### src/rtl/mem_fold_scheduler_pkg.sv
// mem_fold_pkg: shared types and defaults for the folded-memory scheduler.
//   state_e    controller phase for the current job
//   chan_t     channel index (two channels)
//   pick_chan  arbiter: the lone requester, or the one not served last
package mem_fold_pkg;

  localparam int DEF_DEPTH = 16;
  localparam int DEF_WIDTH = 8;

  typedef enum logic [1:0] {IDLE, FILL, INC, DRAIN} state_e;

  typedef logic chan_t;

  // Contention alternates so neither channel can starve the other.
  function automatic chan_t pick_chan(input logic [1:0] req, input chan_t last_srv);
    if (req == 2'b11) return ~last_srv;
    return req[1];
  endfunction

endpackage

### src/rtl/mem_fold_scheduler_if.sv
// mem_fold_scheduler_if: channel-side bus of the scheduler.
//   master: front-end side (drives req, fill data, drain ready)
//   slave : scheduler side (drives grant, handshakes, drain data, done, busy)
interface mem_fold_scheduler_if #(parameter int WIDTH = 8);

  logic [1:0]       req;
  logic [1:0]       grant;
  logic             in_valid;
  logic [WIDTH-1:0] in_data;
  logic             in_ready;
  logic             out_valid;
  logic             out_ready;
  logic [WIDTH-1:0] out_data;
  logic             out_last;
  logic             out_chan;
  logic [1:0]       done;
  logic             busy;

  modport master (
    output req, in_valid, in_data, out_ready,
    input  grant, in_ready, out_valid, out_data, out_last, out_chan, done, busy
  );

  modport slave (
    input  req, in_valid, in_data, out_ready,
    output grant, in_ready, out_valid, out_data, out_last, out_chan, done, busy
  );

endinterface

### src/rtl/mem_fold_scheduler_fold_mem.sv
// fold_mem: DEPTH x WIDTH register array shared by both channels.
//   clk      write clock
//   we_i     write enable (synchronous)
//   addr_i   single address for both write and read
//   wdata_i  write data
//   rdata_o  asynchronous read of mem[addr_i]
// Contents are deliberately not reset; they persist across jobs.
module fold_mem
  import mem_fold_pkg::*;
#(
  parameter int DEPTH  = DEF_DEPTH,
  parameter int WIDTH  = DEF_WIDTH,
  parameter int ADDR_W = $clog2(DEPTH)
) (
  input  logic              clk,
  input  logic              we_i,
  input  logic [ADDR_W-1:0] addr_i,
  input  logic [WIDTH-1:0]  wdata_i,
  output logic [WIDTH-1:0]  rdata_o
);

  logic [WIDTH-1:0] mem [DEPTH];

  always_ff @(posedge clk) begin
    if (we_i) mem[addr_i] <= wdata_i;
  end

  assign rdata_o = mem[addr_i];

endmodule

### src/rtl/mem_fold_scheduler.sv
// mem_fold_scheduler: time-multiplexes one folded memory between two channels.
// Each granted job runs FILL (write DEPTH words from the channel), INC (add 1
// to every word in place), DRAIN (stream the words back out).
//   clk, rst  clock, asynchronous active-high reset
//   bus       slave side of mem_fold_scheduler_if (req/grant, fill, drain,
//             done pulse, busy)
module mem_fold_scheduler
  import mem_fold_pkg::*;
#(
  parameter int DEPTH  = DEF_DEPTH,
  parameter int WIDTH  = DEF_WIDTH,
  parameter int ADDR_W = $clog2(DEPTH)
) (
  input  logic clk,
  input  logic rst,
  mem_fold_scheduler_if.slave bus
);

  state_e            state_q, state_d;
  logic [ADDR_W-1:0] addr_q, addr_d;
  logic [1:0]        grant_q, grant_d;
  logic [1:0]        done_q, done_d;
  chan_t             last_srv_q, last_srv_d;

  logic              we;
  logic [WIDTH-1:0]  wdata, rdata;
  chan_t             owner;
  logic              addr_end;

  assign owner    = grant_q[1];
  assign addr_end = (addr_q == ADDR_W'(DEPTH - 1));

  fold_mem #(.DEPTH(DEPTH), .WIDTH(WIDTH), .ADDR_W(ADDR_W)) u_mem (
    .clk     (clk),
    .we_i    (we),
    .addr_i  (addr_q),
    .wdata_i (wdata),
    .rdata_o (rdata)
  );

  always_ff @(posedge clk or posedge rst) begin
    if (rst) begin
      state_q    <= IDLE;
      addr_q     <= '0;
      grant_q    <= '0;
      done_q     <= '0;
      last_srv_q <= 1'b1;   // channel 0 wins the first contention
    end else begin
      state_q    <= state_d;
      addr_q     <= addr_d;
      grant_q    <= grant_d;
      done_q     <= done_d;
      last_srv_q <= last_srv_d;
    end
  end

  always_comb begin
    state_d    = state_q;
    addr_d     = addr_q;
    grant_d    = grant_q;
    done_d     = '0;
    last_srv_d = last_srv_q;
    we         = 1'b0;
    wdata      = bus.in_data;
    unique case (state_q)
      IDLE: begin
        if (|bus.req) begin
          grant_d = pick_chan(bus.req, last_srv_q) ? 2'b10 : 2'b01;
          addr_d  = '0;
          state_d = FILL;
        end
      end
      FILL: begin
        if (bus.in_valid) begin
          we     = 1'b1;
          addr_d = addr_q + 1'b1;
          if (addr_end) begin
            addr_d  = '0;
            state_d = INC;
          end
        end
      end
      INC: begin
        // read-modify-write on the same address in one cycle
        we     = 1'b1;
        wdata  = rdata + 1'b1;
        addr_d = addr_q + 1'b1;
        if (addr_end) begin
          addr_d  = '0;
          state_d = DRAIN;
        end
      end
      DRAIN: begin
        if (bus.out_ready) begin
          addr_d = addr_q + 1'b1;
          if (addr_end) begin
            addr_d     = '0;
            done_d     = grant_q;
            last_srv_d = owner;
            grant_d    = '0;
            state_d    = IDLE;
          end
        end
      end
      default: state_d = IDLE;
    endcase
  end

  assign bus.grant     = grant_q;
  assign bus.done      = done_q;
  assign bus.busy      = (state_q != IDLE);
  assign bus.in_ready  = (state_q == FILL);
  assign bus.out_valid = (state_q == DRAIN);
  assign bus.out_data  = (state_q == DRAIN) ? rdata : '0;
  assign bus.out_last  = (state_q == DRAIN) && addr_end;
  assign bus.out_chan  = (state_q == DRAIN) && owner;

endmodule
### src/flat_wrapper.sv
// flat-port wrapper written by rule: the top's interface ports become plain ports
module mem_fold_scheduler_flat import mem_fold_pkg::*;
#(
  parameter int DEPTH  = DEF_DEPTH,
  parameter int WIDTH  = DEF_WIDTH,
  parameter int ADDR_W = $clog2(DEPTH)
)
  (clk, rst, bus_req, bus_in_valid, bus_in_data, bus_out_ready, bus_grant, bus_in_ready, bus_out_valid, bus_out_data, bus_out_last, bus_out_chan, bus_done, bus_busy);
  mem_fold_scheduler_if #(.WIDTH(WIDTH)) bus_i ();
  input  logic clk;
  input  logic rst;
  input wire logic [$bits(bus_i.req)-1:0] bus_req;
  input wire logic [$bits(bus_i.in_valid)-1:0] bus_in_valid;
  input wire logic [$bits(bus_i.in_data)-1:0] bus_in_data;
  input wire logic [$bits(bus_i.out_ready)-1:0] bus_out_ready;
  output wire logic [$bits(bus_i.grant)-1:0] bus_grant;
  output wire logic [$bits(bus_i.in_ready)-1:0] bus_in_ready;
  output wire logic [$bits(bus_i.out_valid)-1:0] bus_out_valid;
  output wire logic [$bits(bus_i.out_data)-1:0] bus_out_data;
  output wire logic [$bits(bus_i.out_last)-1:0] bus_out_last;
  output wire logic [$bits(bus_i.out_chan)-1:0] bus_out_chan;
  output wire logic [$bits(bus_i.done)-1:0] bus_done;
  output wire logic [$bits(bus_i.busy)-1:0] bus_busy;
  assign bus_i.req = bus_req;
  assign bus_i.in_valid = bus_in_valid;
  assign bus_i.in_data = bus_in_data;
  assign bus_i.out_ready = bus_out_ready;
  assign bus_grant = bus_i.grant;
  assign bus_in_ready = bus_i.in_ready;
  assign bus_out_valid = bus_i.out_valid;
  assign bus_out_data = bus_i.out_data;
  assign bus_out_last = bus_i.out_last;
  assign bus_out_chan = bus_i.out_chan;
  assign bus_done = bus_i.done;
  assign bus_busy = bus_i.busy;
  mem_fold_scheduler #(.DEPTH(DEPTH), .WIDTH(WIDTH), .ADDR_W(ADDR_W)) u_core (.clk(clk), .rst(rst), .bus(bus_i));
endmodule
### config.mk
export PLATFORM = sky130hd
export DESIGN_NAME = mem_fold_scheduler_flat
export DESIGN_NICKNAME = d
export VERILOG_FILES = /design/src/rtl/mem_fold_scheduler_pkg.sv /design/src/rtl/mem_fold_scheduler_if.sv /design/src/rtl/mem_fold_scheduler_fold_mem.sv /design/src/rtl/mem_fold_scheduler.sv /design/src/flat_wrapper.sv
export SDC_FILE = /design/constraint.sdc
export NUM_CORES = 1
export LEC_CHECK = 0
export CORE_MARGIN = 3
export CORE_UTILIZATION = 45
export CTS_BUF_LIST = sky130_fd_sc_hd__clkbuf_4
export DETAILED_ROUTE_END_ITERATION = 10
export GPL_TIMING_DRIVEN = 0
export PLACE_DENSITY_LB_ADDON = 0.2
export SYNTH_ARGS = -nofsm -noshare
export SYNTH_HDL_FRONTEND = slang
export SYNTH_SLANG_ARGS = --single-unit
### constraint.sdc
create_clock -name clk -period 2.9 [get_ports clk]
set_input_delay 0.435 -clock clk [delete_from_list [all_inputs] [get_ports clk]]
set_output_delay 0.435 -clock clk [all_outputs]
set_load 0.02 [all_outputs]
==> reports/metrics.cfg <==
[floorplan]
row_count=41
start_util_pct=46.4
core_area_mm2=0.0127
die_y_um=121
die_width_um=121
design.die.area_mm2=0.0145
io_pins=31

[outcome]
violations=negative setup slack
status=finished with violations

[critical_path]
crit_chain=buf_12 -> buf_12 -> mux4_2 -> mux4_2 -> and2_4 -> buf_6
crit_family=multiplexers
path_max_fanout=5
r2r_cells=8
crit_required_ps=2470
cp-endpoint=bus_out_data[7]
r2r_slack_ps=10
slowest_delay_ps=520
critPathArrivalTime_ps=2560
r2r-start=u_core.addr_q[0]
cp_slowest_cell=mux4_2
startpoint_type=register
r2r-end=u_core.u_mem.mem[5][6]
cp-startpoint=u_core.addr_q[0]
worst-path-stages=6
critPathKind=reg2out
critPathCaptureType=primary output
critical_path_buf_inv_count=3

[detailed_routing]
remaining_drc_errors=0
drt_wl_total_mm=13.4
antenna_left=0
routed_via_density=5.53
dr.pass1.iters=7
num_vias=3320
drt_iter0_drc=331
wl_per_cell_um=22.3

[synthesis]
yosysSeqAreaShare_pct=69.8
synth_fp_nets=356
synth_edf_count=128
yosys.area.top_type_share_pct=65.2
synth_seq_cells=139
synthFlopType=edfxtp_1
synth_largest_area_cell=edfxtp_1
synth_area_mm2=0.00590
yosys_warnings=0
syn_inst=333
avgSynthCellArea_um2=17.7
synth_most_common_cell=edfxtp_1
synth_area_leaders=edfxtp_1 65%, mux4_2 8.4%, mux4_1 5.3%
synth.distinct_cells=41
synth_common_cells=128 x edfxtp_1, 22 x mux4_2, 22 x nor2_1
synth-async-reset-ratio_pct=7.91

[sta]
period_share_pct=103
tightest_slew_ps=957
setup_viol=4
max_slew_margin_pct=35.9
finalSetupTns_ps=-254
rsz0062_at_grt=yes
finalMaxSlewViolations=0
fin_crit_ps=3000
finalClockSkew_ps=15.3
whs_ps=198
hold_violations=0
worst_slack_ps=-97.6
max_freq_ghz=0.334

[layout]
fin_area_mm2=0.00738
n_fill_cell=1004
drive_above_1_share_pct=38.2
fin_cells=600
nets=437
synthToLayoutAreaGrowth_pct=25.2

[cts]
clkTransAtPathRegs_ps=120
clkSinkCount=139
clk_path_buf_depth=2
ctsHtreeMaxLevel=4
hold_buffers=0
insertion_delay_ps=530
cts_tree=yes
numCtsBuffers=17
cts-root-buf=clkbuf_4

[flow_run]
cap_violations=0

[global_route]
grt_pass1_wl_mm=20.2
track_usage_pct=19.2
overflow=0
grt_antenna_before_repair=1
grt_pass1_vias=3339
grt_max_degree=17

[power_and_ir_drop]
peakVddDrop_uv=334
power.density_mw_per_mm2=1070
p_leak_nw=2.51

[placed_design]
hpwl_mm=8.20
dp.cells=535
dpl_cell_area_mm2=0.00643
gp_congestion=0.774
numPortBuffers=30

[worst_hold_path]
hp-class=in2async

[power by group]
group	internal (mW)	switching (mW)	total (mW)
Combinational	1.93	1.99	3.92
Sequential	2.65	0.0774	2.73
Clock	0.520	0.703	1.22
Total	5.10	2.77	7.87
[metal layers]
layer  global-route usage (%)  up-vias  wire, µm
met5                        0        -         0
met4                     5.74        0       106
met3                     4.49        9       674
met2                     29.8       92      6480
met1                     27.4     1736      6140
li1                         -     1483         -
[through the flow]
step | power, mW | setup WS (ps) | utilization (%)
after floorplan | 4.53 | 55.0 | -
after global placement | 5.27 | -834 | 50.4
after detailed placement | 5.37 | -1010 | 50.6
after CTS | 7.44 | -169 | 56.4
after global routing | 8.28 | -202 | 58.0
final | 7.87 | -97.6 | 58.0
[logic make-up (layout without fill, tap and decap cells)]
logic type / Yosys count / in the layout / share of synthesized area (%)
buf+inv: 26 / 120 / 2.91
flops: 139 / 139 / 69.8
other cells: 0 / 1 / 0
compound gates: 39 / 39 / 4.20
simple gates: 81 / 81 / 6.57
fa+ha+maj: 9 / 9 / 1.91
xor+xnor: 3 / 3 / 0.445
mux: 36 / 36 / 14.1
[sequential cells by signal, indices dropped and copies added (netlist names)]
| name | count |
|---|---|
| u_core.bus.grant | 2 |
| u_core.last_srv_q | 1 |
| u_core.bus.done | 2 |
| u_core.u_mem.mem | 128 |
| u_core.state_q | 2 |
| u_core.addr_q | 4 |
[area by class of cell]
class / count / area (µm²) / share of cell area, %
Timing Repair Buffer: 63 / 747 / 10.1
Clock inverter: 14 / 149 / 2.02
Clock buffer: 18 / 135 / 1.83
Sequential cell: 139 / 4120 / 55.8
Multi-Input combinational cell: 168 / 1810 / 24.5
Buffer: 15 / 169 / 2.29
Inverter: 10 / 37.5 / 0.508
Tap cell: 172 / 215 / 2.91
Antenna cell: 1 / 2.50 / 0.0339
[placed cells by master, fill, tap and decap left out, drive strengths merged, types with 5 or more instances in the layout]
| master | synthesis | routed |
|---|---|---|
| nand2 | 20 | 20 |
| dfrtp | 10 | 10 |
| o21ai | 10 | 10 |
| clkinvlp | 0 | 6 |
| nor2 | 22 | 22 |
| nand3 | 6 | 6 |
| clkbuf | 5 | 24 |
| clkinv | 0 | 5 |
| clkdlybuf4s50 | 0 | 21 |
| and2 | 12 | 12 |
| inv | 10 | 11 |
| nor3 | 7 | 7 |
| mux4 | 34 | 34 |
| edfxtp | 128 | 128 |
| a22oi | 12 | 12 |
| ha | 9 | 9 |
| a21oi | 7 | 7 |
| buf | 10 | 49 |
[worst min-delay path by stage]
| stage | start | end | cells after the start |
|---|---|---|---|
| final | rst | u_core.state_q[0] | 2 |
| after global routing | rst | u_core.addr_q[1] | 2 |
| after CTS | rst | u_core.state_q[0] | 2 |
| after detailed placement | u_core.bus.grant[0] | u_core.bus.grant[0] | 2 |
| after global placement | u_core.bus.grant[0] | u_core.bus.grant[0] | 2 |
| after floorplan | rst | u_core.addr_q[0] | 1 |
[timing repair]
action / in CTS / in global routing
endpoints found under the hold margin: 0 / 0
setup endpoints to repair: 137 / 80
gates cloned: 3 / 2
buffers inserted: 21 / 8
resized for setup: 94 / 32
pin swaps: 17 / 14
Power figures use the tool's default switching activity.
